--- config.mk ---
export PLATFORM = sky130hd
export DESIGN_NAME = bin2bcd_seq_ctrl
export DESIGN_NICKNAME = d
export VERILOG_FILES = /design/src/rtl/bin2bcd_seq_ctrl.sv
export SDC_FILE = /design/constraint.sdc
export NUM_CORES = 1
export LEC_CHECK = 0
export BUFFER_PORTS_ARGS = -buffer_cell sky130_fd_sc_hd__buf_2
export CORE_ASPECT_RATIO = 0.5
export CORE_MARGIN = 2
export CORE_UTILIZATION = 45
export CTS_BUF_LIST = sky130_fd_sc_hd__clkbuf_2
export CTS_CLUSTER_DIAMETER = 80
export DETAILED_ROUTE_END_ITERATION = 8
export PLACE_DENSITY = 0.67
export SKIP_CTS_REPAIR_TIMING = 1
export SYNTH_ARGS = -nofsm -noshare
export SYNTH_HDL_FRONTEND = slang
export SYNTH_SLANG_ARGS = --single-unit
--- constraint.sdc ---
create_clock -name clk -period 3.6 [get_ports clk]
set_clock_uncertainty 0.15 [all_clocks]
set_input_delay 0.54 -clock clk [delete_from_list [all_inputs] [get_ports clk]]
set_output_delay 0.54 -clock clk [all_outputs]
set_load 0.01 [all_outputs]
--- src/rtl/bin2bcd_seq_ctrl.sv ---
// Sequential binary-to-BCD converter using shift-and-add-3 (double dabble).
// One bit per cycle in CONV; the result is held in DONE until it is consumed.
module bin2bcd_seq_ctrl #(
    parameter int BIN_WIDTH  = 8,
    parameter int BCD_DIGITS = 3
) (
    input  logic                    clk,
    input  logic                    rst,
    input  logic                    in_valid,
    output logic                    in_ready,
    input  logic [BIN_WIDTH-1:0]    bin,
    output logic                    out_valid,
    input  logic                    out_ready,
    output logic [4*BCD_DIGITS-1:0] bcd,
    output logic                    busy,
    output logic [15:0]             done_cnt
);

    localparam int BW = 4 * BCD_DIGITS;
    localparam int CW = $clog2(BIN_WIDTH + 1);

    function automatic bit digits_ok();
        longint p10 = 1;
        for (int i = 0; i < BCD_DIGITS; i++) p10 = p10 * 10;
        return p10 > ((longint'(1) << BIN_WIDTH) - 1);
    endfunction

    if (!digits_ok()) begin : g_bad_digits
        $error("BCD_DIGITS too small for BIN_WIDTH");
    end

    typedef enum logic [1:0] {
        IDLE,
        CONV,
        DONE
    } state_t;

    state_t                 state_q, state_d;
    logic [BIN_WIDTH-1:0]   bin_q, bin_d;
    logic [BW-1:0]          acc_q, acc_d;
    logic [CW-1:0]          cnt_q, cnt_d;
    logic [BW-1:0]          bcd_q, bcd_d;
    logic [15:0]            done_q, done_d;
    logic [BW-1:0]          adj;
    logic [BW+BIN_WIDTH-1:0] shifted;

    // Per-digit add-3 correction, no carry between digits
    always_comb begin
        adj = acc_q;
        for (int i = 0; i < BCD_DIGITS; i++) begin
            if (acc_q[4*i+:4] >= 4'd5) adj[4*i+:4] = acc_q[4*i+:4] + 4'd3;
        end
        shifted = {adj, bin_q} << 1;
    end

    always_comb begin
        state_d = state_q;
        bin_d   = bin_q;
        acc_d   = acc_q;
        cnt_d   = cnt_q;
        bcd_d   = bcd_q;
        done_d  = done_q;
        unique case (state_q)
            IDLE: begin
                if (in_valid) begin
                    bin_d   = bin;
                    acc_d   = '0;
                    cnt_d   = CW'(BIN_WIDTH);
                    state_d = CONV;
                end
            end
            CONV: begin
                acc_d = shifted[BW+BIN_WIDTH-1:BIN_WIDTH];
                bin_d = shifted[BIN_WIDTH-1:0];
                cnt_d = cnt_q - 1'b1;
                if (cnt_q == CW'(1)) begin
                    bcd_d   = shifted[BW+BIN_WIDTH-1:BIN_WIDTH];
                    state_d = DONE;
                end
            end
            DONE: begin
                if (out_ready) begin
                    state_d = IDLE;
                    if (done_q != 16'hFFFF) done_d = done_q + 16'd1;
                end
            end
            default: state_d = IDLE;
        endcase
    end

    always_ff @(posedge clk or posedge rst) begin
        if (rst) begin
            state_q <= IDLE;
            bin_q   <= '0;
            acc_q   <= '0;
            cnt_q   <= '0;
            bcd_q   <= '0;
            done_q  <= '0;
        end else begin
            state_q <= state_d;
            bin_q   <= bin_d;
            acc_q   <= acc_d;
            cnt_q   <= cnt_d;
            bcd_q   <= bcd_d;
            done_q  <= done_d;
        end
    end

    assign in_ready  = (state_q == IDLE);
    assign busy      = (state_q == CONV);
    assign out_valid = (state_q == DONE);
    assign bcd       = bcd_q;
    assign done_cnt  = done_q;

endmodule

==> reports/qor.csv, run 1 <==
metric,value,unit
crit_type,reg2out,
htree_levels,2,
die_area,6330,um2
dp.cells,366,
portBuffers,42,
dr_wl_met2,2280,um
p_per_area,738,nW/um2
synth_edf_count,0,
outcome,"complete, no violations",
synth_mux_area_share,2.20,%
ys_top_cells_by_area,"dfrtp_1 (53%), o21ai_0 (6.1%), nand2_1 (6.0%), xor2_1 (4.5%), ha_1 (4.4%)",
synth.distinct_cells,29,
syn_area,2550,um2
p_leak,1.47,nW
fmax,369,MHz
die_w,111,um
worstPathRequired,2.91,ns
crit_path_end,busy,
synth_xor_area_share,6.17,%
cp-startpoint,state_q[0],
synth-main-ff-cell,dfrtp_1,
cp.depth,4,
drv_cap,0,
yosys-top-cells-count,"dfrtp_1 (54), nand2_1 (41), o21ai_0 (31), nand3_1 (16), xor2_1 (13)",
ys_ff_latch,54,
irDropWorstVdd,0.000313,V
antenna_found_initial,0,
vias_per_cell,5.24,
synth.avg_cell_area,9.90,um2
drive_gt1_share,20.9,%
grt_max_degree,55,
cp_slowest_cell,dfrtp_1,
rows,19,
max_stage_delay,0.48,ns
dp_hpwl,3550,um
hold_viol,0,
critPathCaptureType,primary output,
start_util,46.5,%
hp-class,in2reg,
finalSetupViolCount,0,
worstReg2RegEnd,bcd[0],
yosysTopAreaCellShare,52.9,%
grt_pass1_wl,9080,um
clk_pin_slew,0.30,ns
grt_setup_unrepaired,false,
synthAdderAreaFrac,4.41,%
setup.worst_path.start_class,flip-flop,
synth-simple-area-share,20.2,%
place.gp.congestion,0.790,
utilization,53.4,%
ant_nets,0,
top_layer_used,met4,
seq_area_frac_synth,52.9,%
tightest_slew,1.10,ns
rr_worst_depth,5,
drtIter0Drc,108,
max-slew-margin-rel,26.7,%
boundaryPins,43,
drc_errors,0,
syn_nets,279,
yosys_warnings,0,
diodes,0,
critPathMaxFanout,26,
finalNonFillerCells,374,
fin_crit,2.71,ns
nFillCells,490,
synth_compound_area_share,10.6,%
coreArea,5490,um2
dr_wl_met3,208,um
track_usage,17.8,%
wl_met1,2570,um
num_vias,1960,
post_drt_wl_per_cell,13.7,um
finalSetupTns,0,ns
path_delay_family,buffers and inverters,
die_h,57.3,um
async_reset_ff_share,100,%
reg2reg_slack,1.05,ns
dr.pass1.iters,4,
hp-start,bin[0],
yosysTopAreaCell,dfrtp_1,
synth_top_family_by_area,simple AND/OR/NAND/NOR gates,
area_growth,14.7,%
postSynthCellCount,258,
crit_chain,nand2b_1 -> buf_4 -> clkinv_1 -> buf_2,
fin_nets,321,
clk_latency,0.48,ns
critPathArrivalTime,2.02,ns
slew_violations,0,
worst-path-buf-inv,3,
clock_sinks,54,
grt_pass1_vias,1939,
reg2reg_from,state_q[0],
overflow,0,
cts-buffers-inserted,5,
cts_tree,done,
yosysMostFrequentCell,dfrtp_1,
clockBufferDepth,2,
layout_worst_path_cycle_share,75.3,%
wl,5120,um
root_buffer,clkbuf_2,
==> worst min path at each step <==
stage | to | slack [ns] | cells after the start
global route | bin_q[3] | 0.06 | 3
CTS | bin_q[0] | 0.07 | 3
global placement | bcd[4] | 0.31 | 2
detailed placement | bcd[2] | 0.32 | 2
floorplan | bin_q[1] | 0.30 | 2
finish | bin_q[0] | 0.09 | 3
==> layout make-up <==
cell class / instances / area [um2] / area share [%]
flip-flops and latches: 54 / 1350 / 46.1
repair buffers: 45 / 233 / 7.94
clock buffers: 5 / 25.0 / 0.854
clock inverters: 3 / 68.8 / 2.35
well taps: 73 / 91.3 / 3.12
inverters: 13 / 48.8 / 1.66
multi-input cells: 181 / 1110 / 38.0
==> where the power goes <==
group | switching [mW] | leakage, nW | internal [mW]
clock network | 0.199 | 0.0532 | 0.188
logic | 0.489 | 0.723 | 0.336
registers | 0.149 | 0.694 | 0.802
total | 0.837 | 1.47 | 1.33
==> metal layers <==
metal  GRT usage, %  vias to the layer above
met1           24.5                      945
li1               -                      972
met2           27.8                       35
met5              0                        -
met4           5.89                        0
met3           4.68                        8
==> worst register-to-register path, cell delays in order (launching register included) <==
cell      delay [ns]
dfrtp_1         0.48
nand2b_1        0.08
buf_4           0.25
clkinv_1        0.44
nand2_1         0.69
mux2_2          0.40
==> logic make-up after synthesis <==
| kind of cell | count (synthesis) |
|---|---|
| XOR/XNOR | 18 |
| multiplexers | 5 |
| flip-flops | 54 |
| AO/OA/AOI/OAI | 49 |
| adder cells (fa/ha/maj) | 9 |
| buffers and inverters | 23 |
| AND/OR/NAND/NOR | 100 |
==> cells in the final DEF, fill, tap and decap left out, types with 8 or more instances in the layout <==
| master | instances |
|---|---|
| nor3b_1 | 8 |
| buf_2 | 42 |
| nand2_1 | 41 |
| inv_1 | 11 |
| o21ai_0 | 31 |
| dfrtp_1 | 54 |
| ha_1 | 9 |
| nand3_1 | 16 |
| xor2_1 | 13 |
| nor3_1 | 8 |
==> registers in the layout (all words and copies together), names as in the netlist <==
name,flops
bin_q,8
cnt_q,4
bcd,12
acc_q,12
state_q,2
done_cnt,16
==> through the flow <==
stage	total power, mW	setup WS, ns	cell area, um2	hold slack, ns
after floorplan	1.55	1.60	2550	0.296
after global placement	1.75	1.12	2840	0.310
after detailed placement	1.80	1.01	2840	0.315
after CTS	2.19	0.837	2930	0.0701
after global routing	2.37	0.667	2930	0.0576
final	2.16	0.888	2930	0.0901
(Power assumes the default switching activity.)
==> inputs of run 2 (changes only) <==
--- a/config.mk
+++ b/config.mk
@@ -12,7 +12,7 @@
 export CTS_BUF_LIST = sky130_fd_sc_hd__clkbuf_2
 export CTS_CLUSTER_DIAMETER = 80
 export DETAILED_ROUTE_END_ITERATION = 8
-export PLACE_DENSITY = 0.67
+export PLACE_DENSITY = 0.7
 export SKIP_CTS_REPAIR_TIMING = 1
 export SYNTH_ARGS = -nofsm -noshare
 export SYNTH_HDL_FRONTEND = slang
==> constraint.sdc (replaced) <==
create_clock -name clk -period 2.4 [get_ports clk]
set_clock_uncertainty 0.15 [all_clocks]
set_input_delay 0.36 -clock clk [delete_from_list [all_inputs] [get_ports clk]]
set_output_delay 0.36 -clock clk [all_outputs]
set_load 0.01 [all_outputs]
==> reports/qor.csv, run 2 (synthesis gave the netlist of run 1 again) <==
metric,value,unit
slew_violations,0,
grt_pass1_vias,1899,
ant_nets,0,
largest_reg_flops,16,
die_w,111,um
htree_levels,2,
cts-buffers-inserted,5,
die_h,57.3,um
diodes,0,
num_vias,2023,
clk_pin_slew,0.26,ns
critPathMaxFanout,6,
irDropWorstVdd,0.000428,V
reg2reg_slack,0.32,ns
worstReg2RegEnd,done_cnt[1],
die_area,6330,um2
dr.pass1.iters,4,
hold_path_depth,3,
place.gp.congestion,0.854,
grt_max_degree,28,
antenna_found_initial,0,
tightest_slew,0.749,ns
hp-class,in2reg,
hp-start,in_valid,
fmax,480,MHz
wl,5190,um
cts_tree,done,
dp_hpwl,3740,um
finalSetupTns,0,ns
clock_sinks,54,
outcome,"complete, no violations",
clk_latency,0.43,ns
intPower,1.81,mW
worstPathRequired,2.60,ns
p_comb_share,41.9,%
max-slew-margin-rel,49.9,%
area_growth,18.2,%
vias_per_cell,5.20,
portBuffers,42,
p_clk_share,11.3,%
start_util,46.5,%
nFillCells,504,
reg2reg_from,done_cnt[0],
fin_nets,337,
fin_crit,2.08,ns
clockBufferDepth,2,
grt_setup_unrepaired,false,
grt_pass1_wl,8700,um
p_switching,1.24,mW
finalSetupViolCount,0,
root_buffer,clkbuf_2,
drv_cap,0,
hold_viol,0,
post_drt_wl_per_cell,13.3,um
setup.worst_path.start_class,flip-flop,
seqPwrFrac,46.8,%
crit_type,reg2reg,
track_usage,17.1,%
coreArea,5490,um2
critPathCaptureType,flip-flop,
layout_common_cells,"dfrtp_1 (54), buf_2 (42), nand2_1 (41)",
final_common_cell,dfrtp_1,
drtIter0Drc,76,
p_total,3.05,mW
dp.cells,372,
overflow,0,
drc_errors,0,
drive_gt1_share,21.5,%
p_leak,1.51,nW
boundaryPins,43,
p_per_area,1010,nW/um2
holdPathEnd,state_q[0],
finalNonFillerCells,389,
critPathArrivalTime,2.28,ns
rows,19,
layout_worst_path_cycle_share,86.7,%
swShare,40.7,%
rr_worst_depth,6,
==> run 2: cell types whose count changed in the layout (fill, tap and decap cells not counted) <==
cell and delta:
dlygate4sd3_1 +10, buf_4 +6, bufinv_16 -2, clkbuf_2 +1, clkinv_4 -1, clkinvlp_4 +1
==> run 2: stage by stage <==
stage	setup WS (ns)	util, %	area (um2)	hold slack, ns
2_1_floorplan	0.455	-	2550	0.296
3_3_place_gp	0.453	52.5	2880	0.286
3_5_place_dp	0.370	52.5	2880	0.298
4_1_cts	0.331	53.2	2920	-0.219
5_1_grt	0.150	55.0	3020	0.326
6_report	0.318	55.0	3020	0.292
==> run 2: power by group through the flow <==
stage               Clock [mW]  Sequential, mW  Combinational, mW
detailed placement           0            1.45               1.28
CTS                      0.353            1.42               1.28
finish                   0.344            1.42               1.28
global route             0.393            1.47               1.48
floorplan                    0            1.44              0.873
global placement             0            1.42               1.22
==> run 2: worst max-delay path by stage <==
stage	startpoint	end	slack, ns
global placement	done_cnt[0]	done_cnt[1]	0.45
global route	done_cnt[0]	done_cnt[1]	0.15
finish	done_cnt[0]	done_cnt[1]	0.32
floorplan	done_cnt[0]	done_cnt[5]	0.46
CTS	done_cnt[0]	done_cnt[1]	0.33
detailed placement	done_cnt[0]	done_cnt[1]	0.37
==> run 2: critical path, stage by stage (launching register included) <==
cell	delay (ns)
dfrtp_1	0.48
ha_1	0.21
nand4_1	0.15
nor4_1	0.44
buf_4	0.23
nor2_1	0.07
mux2_2	0.28
==> run 2: final cells by class <==
cell class,count,area (um2),share of cell area (%)
well taps,73,91.3,3.02
multi-input cells,181,1110,36.9
clock inverters,1,7.51,0.249
repair buffers,61,378,12.5
flip-flops and latches,54,1350,44.7
clock buffers,6,30.0,0.994
inverters,13,48.8,1.62
==> run 2: layer usage <==
layer  share of wire (%)  up-vias  GRT usage (%)  wire, um
met5                   0        -              0         0
met3                 3.7        5           3.93       191
li1                    -     1003              -         -
met4                0.79        0           5.18        41
met1                  48      977           22.8      2470
met2                  48       38           28.7      2490
==> inputs of run 3 (changes only) <==
--- a/config.mk
+++ b/config.mk
@@ -8,11 +8,11 @@
 export BUFFER_PORTS_ARGS = -buffer_cell sky130_fd_sc_hd__buf_2
 export CORE_ASPECT_RATIO = 0.5
 export CORE_MARGIN = 2
-export CORE_UTILIZATION = 45
+export CORE_UTILIZATION = 52
 export CTS_BUF_LIST = sky130_fd_sc_hd__clkbuf_2
 export CTS_CLUSTER_DIAMETER = 80
 export DETAILED_ROUTE_END_ITERATION = 8
-export PLACE_DENSITY = 0.7
+export PLACE_DENSITY = 0.79
 export SKIP_CTS_REPAIR_TIMING = 1
 export SYNTH_ARGS = -nofsm -noshare
 export SYNTH_HDL_FRONTEND = slang
==> reports/qor.csv, run 3 (synthesis gave the netlist of run 1 again) <==
metric,value,unit
outcome,"complete, no violations",
p_leak,1.51,nW
grt_max_degree,26,
num_vias,2056,
detailedPlace.worstSlack,0.388,ns
dpl_cell_area,2870,um2
overflow,0,
reg2reg_slack,0.35,ns
grt_use_met1,27.0,%
root_buffer,clkbuf_2,
intPower,1.81,mW
swShare,41.0,%
p_switching,1.26,mW
seqPwrFrac,46.7,%
layout_worst_path_cycle_share,88.0,%
boundaryPins,43,
drtIter0Drc,103,
track_usage,20.6,%
slew_violations,0,
grt_busiest_layer,met2,
finalSetupTns,0,ns
nFillCells,385,
diodes,0,
vias_per_cell,5.38,
layout_common_cells,"dfrtp_1 (54), buf_2 (42), nand2_1 (41)",
critPathArrivalTime,1.60,ns
fin_nets,336,
p_per_area,1020,nW/um2
clockBufferDepth,2,
largest_reg_flops,16,
met2_usage,35.8,%
dp_hpwl,3860,um
grt_pass1_vias,1987,
drv_cap,0,
start_util,56.1,%
cts-buffers-inserted,5,
ant_nets,0,
area_growth,17.6,%
p_clk_share,11.3,%
hp-class,in2async,
crit_type,reg2out,
grt_setup_unrepaired,false,
die_area,5520,um2
die_w,103,um
clk_pin_slew,0.26,ns
clk_latency,0.43,ns
hold_viol,0,
clock_sinks,54,
antenna_found_initial,0,
portBuffers,42,
die_h,53.6,um
critPathCaptureType,primary output,
dr.pass1.iters,4,
wl,5360,um
rr_worst_depth,5,
cts_tree,done,
fin_crit,2.11,ns
drive_gt1_share,21.2,%
utilization,66.0,%
p_comb_share,42.0,%
final_common_cell,dfrtp_1,
max-slew-margin-rel,53.7,%
irDropWorstVdd,0.000552,V
post_drt_wl_per_cell,14.0,um
use_met3,4.29,%
worstReg2RegEnd,done_cnt[14],
finalSetupViolCount,0,
stdcell_area,3010,um2
worstPathRequired,1.89,ns
setup.worst_path.start_class,flip-flop,
grt_pass1_wl,8710,um
rows,17,
tightest_slew,0.692,ns
drc_errors,0,
fmax,474,MHz
reg2reg_from,done_cnt[0],
critPathMaxFanout,11,
coreArea,4550,um2
place.gp.congestion,0.818,
setup_ws,0.288,ns
htree_levels,2,
==> run 3: cell count changes in the layout (fill, tap and decap cells not counted) <==
cell	before	now
clkinvlp_4	1	0
clkinv_1	1	2
buf_4	9	8
clkinv_2	0	1
==> run 3: metrics by stage <==
stage                     hold slack (ns)  std cells  power [mW]
after CTS                          -0.256        372        3.06
after global placement              0.215        364        2.64
final                               0.280        382        3.06
after floorplan                     0.296        258        2.32
after detailed placement            0.229        364        2.73
after global routing                0.297        382        3.33
==> run 3: how the worst max path moves through the flow <==
| stage | startpoint | to | slack (ns) | depth (start not counted) |
|---|---|---|---|---|
| 2_1_floorplan | done_cnt[0] | done_cnt[5] | 0.46 | 6 |
| 3_3_place_gp | done_cnt[0] | done_cnt[1] | 0.53 | 6 |
| 3_5_place_dp | done_cnt[0] | done_cnt[14] | 0.39 | 5 |
| 4_1_cts | state_q[1] | busy | 0.28 | 4 |
| 5_1_grt | state_q[1] | busy | 0.16 | 4 |
| 6_report | state_q[1] | busy | 0.29 | 4 |
==> run 3: layer usage <==
metal / wire, um / vias up
li1: - / 1008
met1: 2590 / 996
met2: 2510 / 48
met3: 204 / 4
met4: 52 / 0
met5: 0 / -
==> run 3: cell type report <==
class	instances	area [um2]	area share, %
clock inverter	2	8.76	0.291
tap	66	82.6	2.75
inverter	13	48.8	1.62
sequential	54	1350	45.0
timing repair buffer	60	370	12.3
multi-input combinational	181	1110	37.1
clock buffer	6	30.0	0.999
==> run 3: critical path, cell delays in order (launching register included) <==
cell	delay (ns)
dfrtp_1	0.47
nand2b_1	0.16
clkinv_1	0.18
buf_4	0.24
buf_2	0.15
==> run 3: power by group through the flow <==
stage,combinational [mW],sequential (mW),clock (mW)
finish,1.29,1.43,0.346
global route,1.48,1.47,0.389
CTS,1.28,1.43,0.352
detailed placement,1.28,1.45,0
global placement,1.22,1.42,0
floorplan,0.873,1.44,0
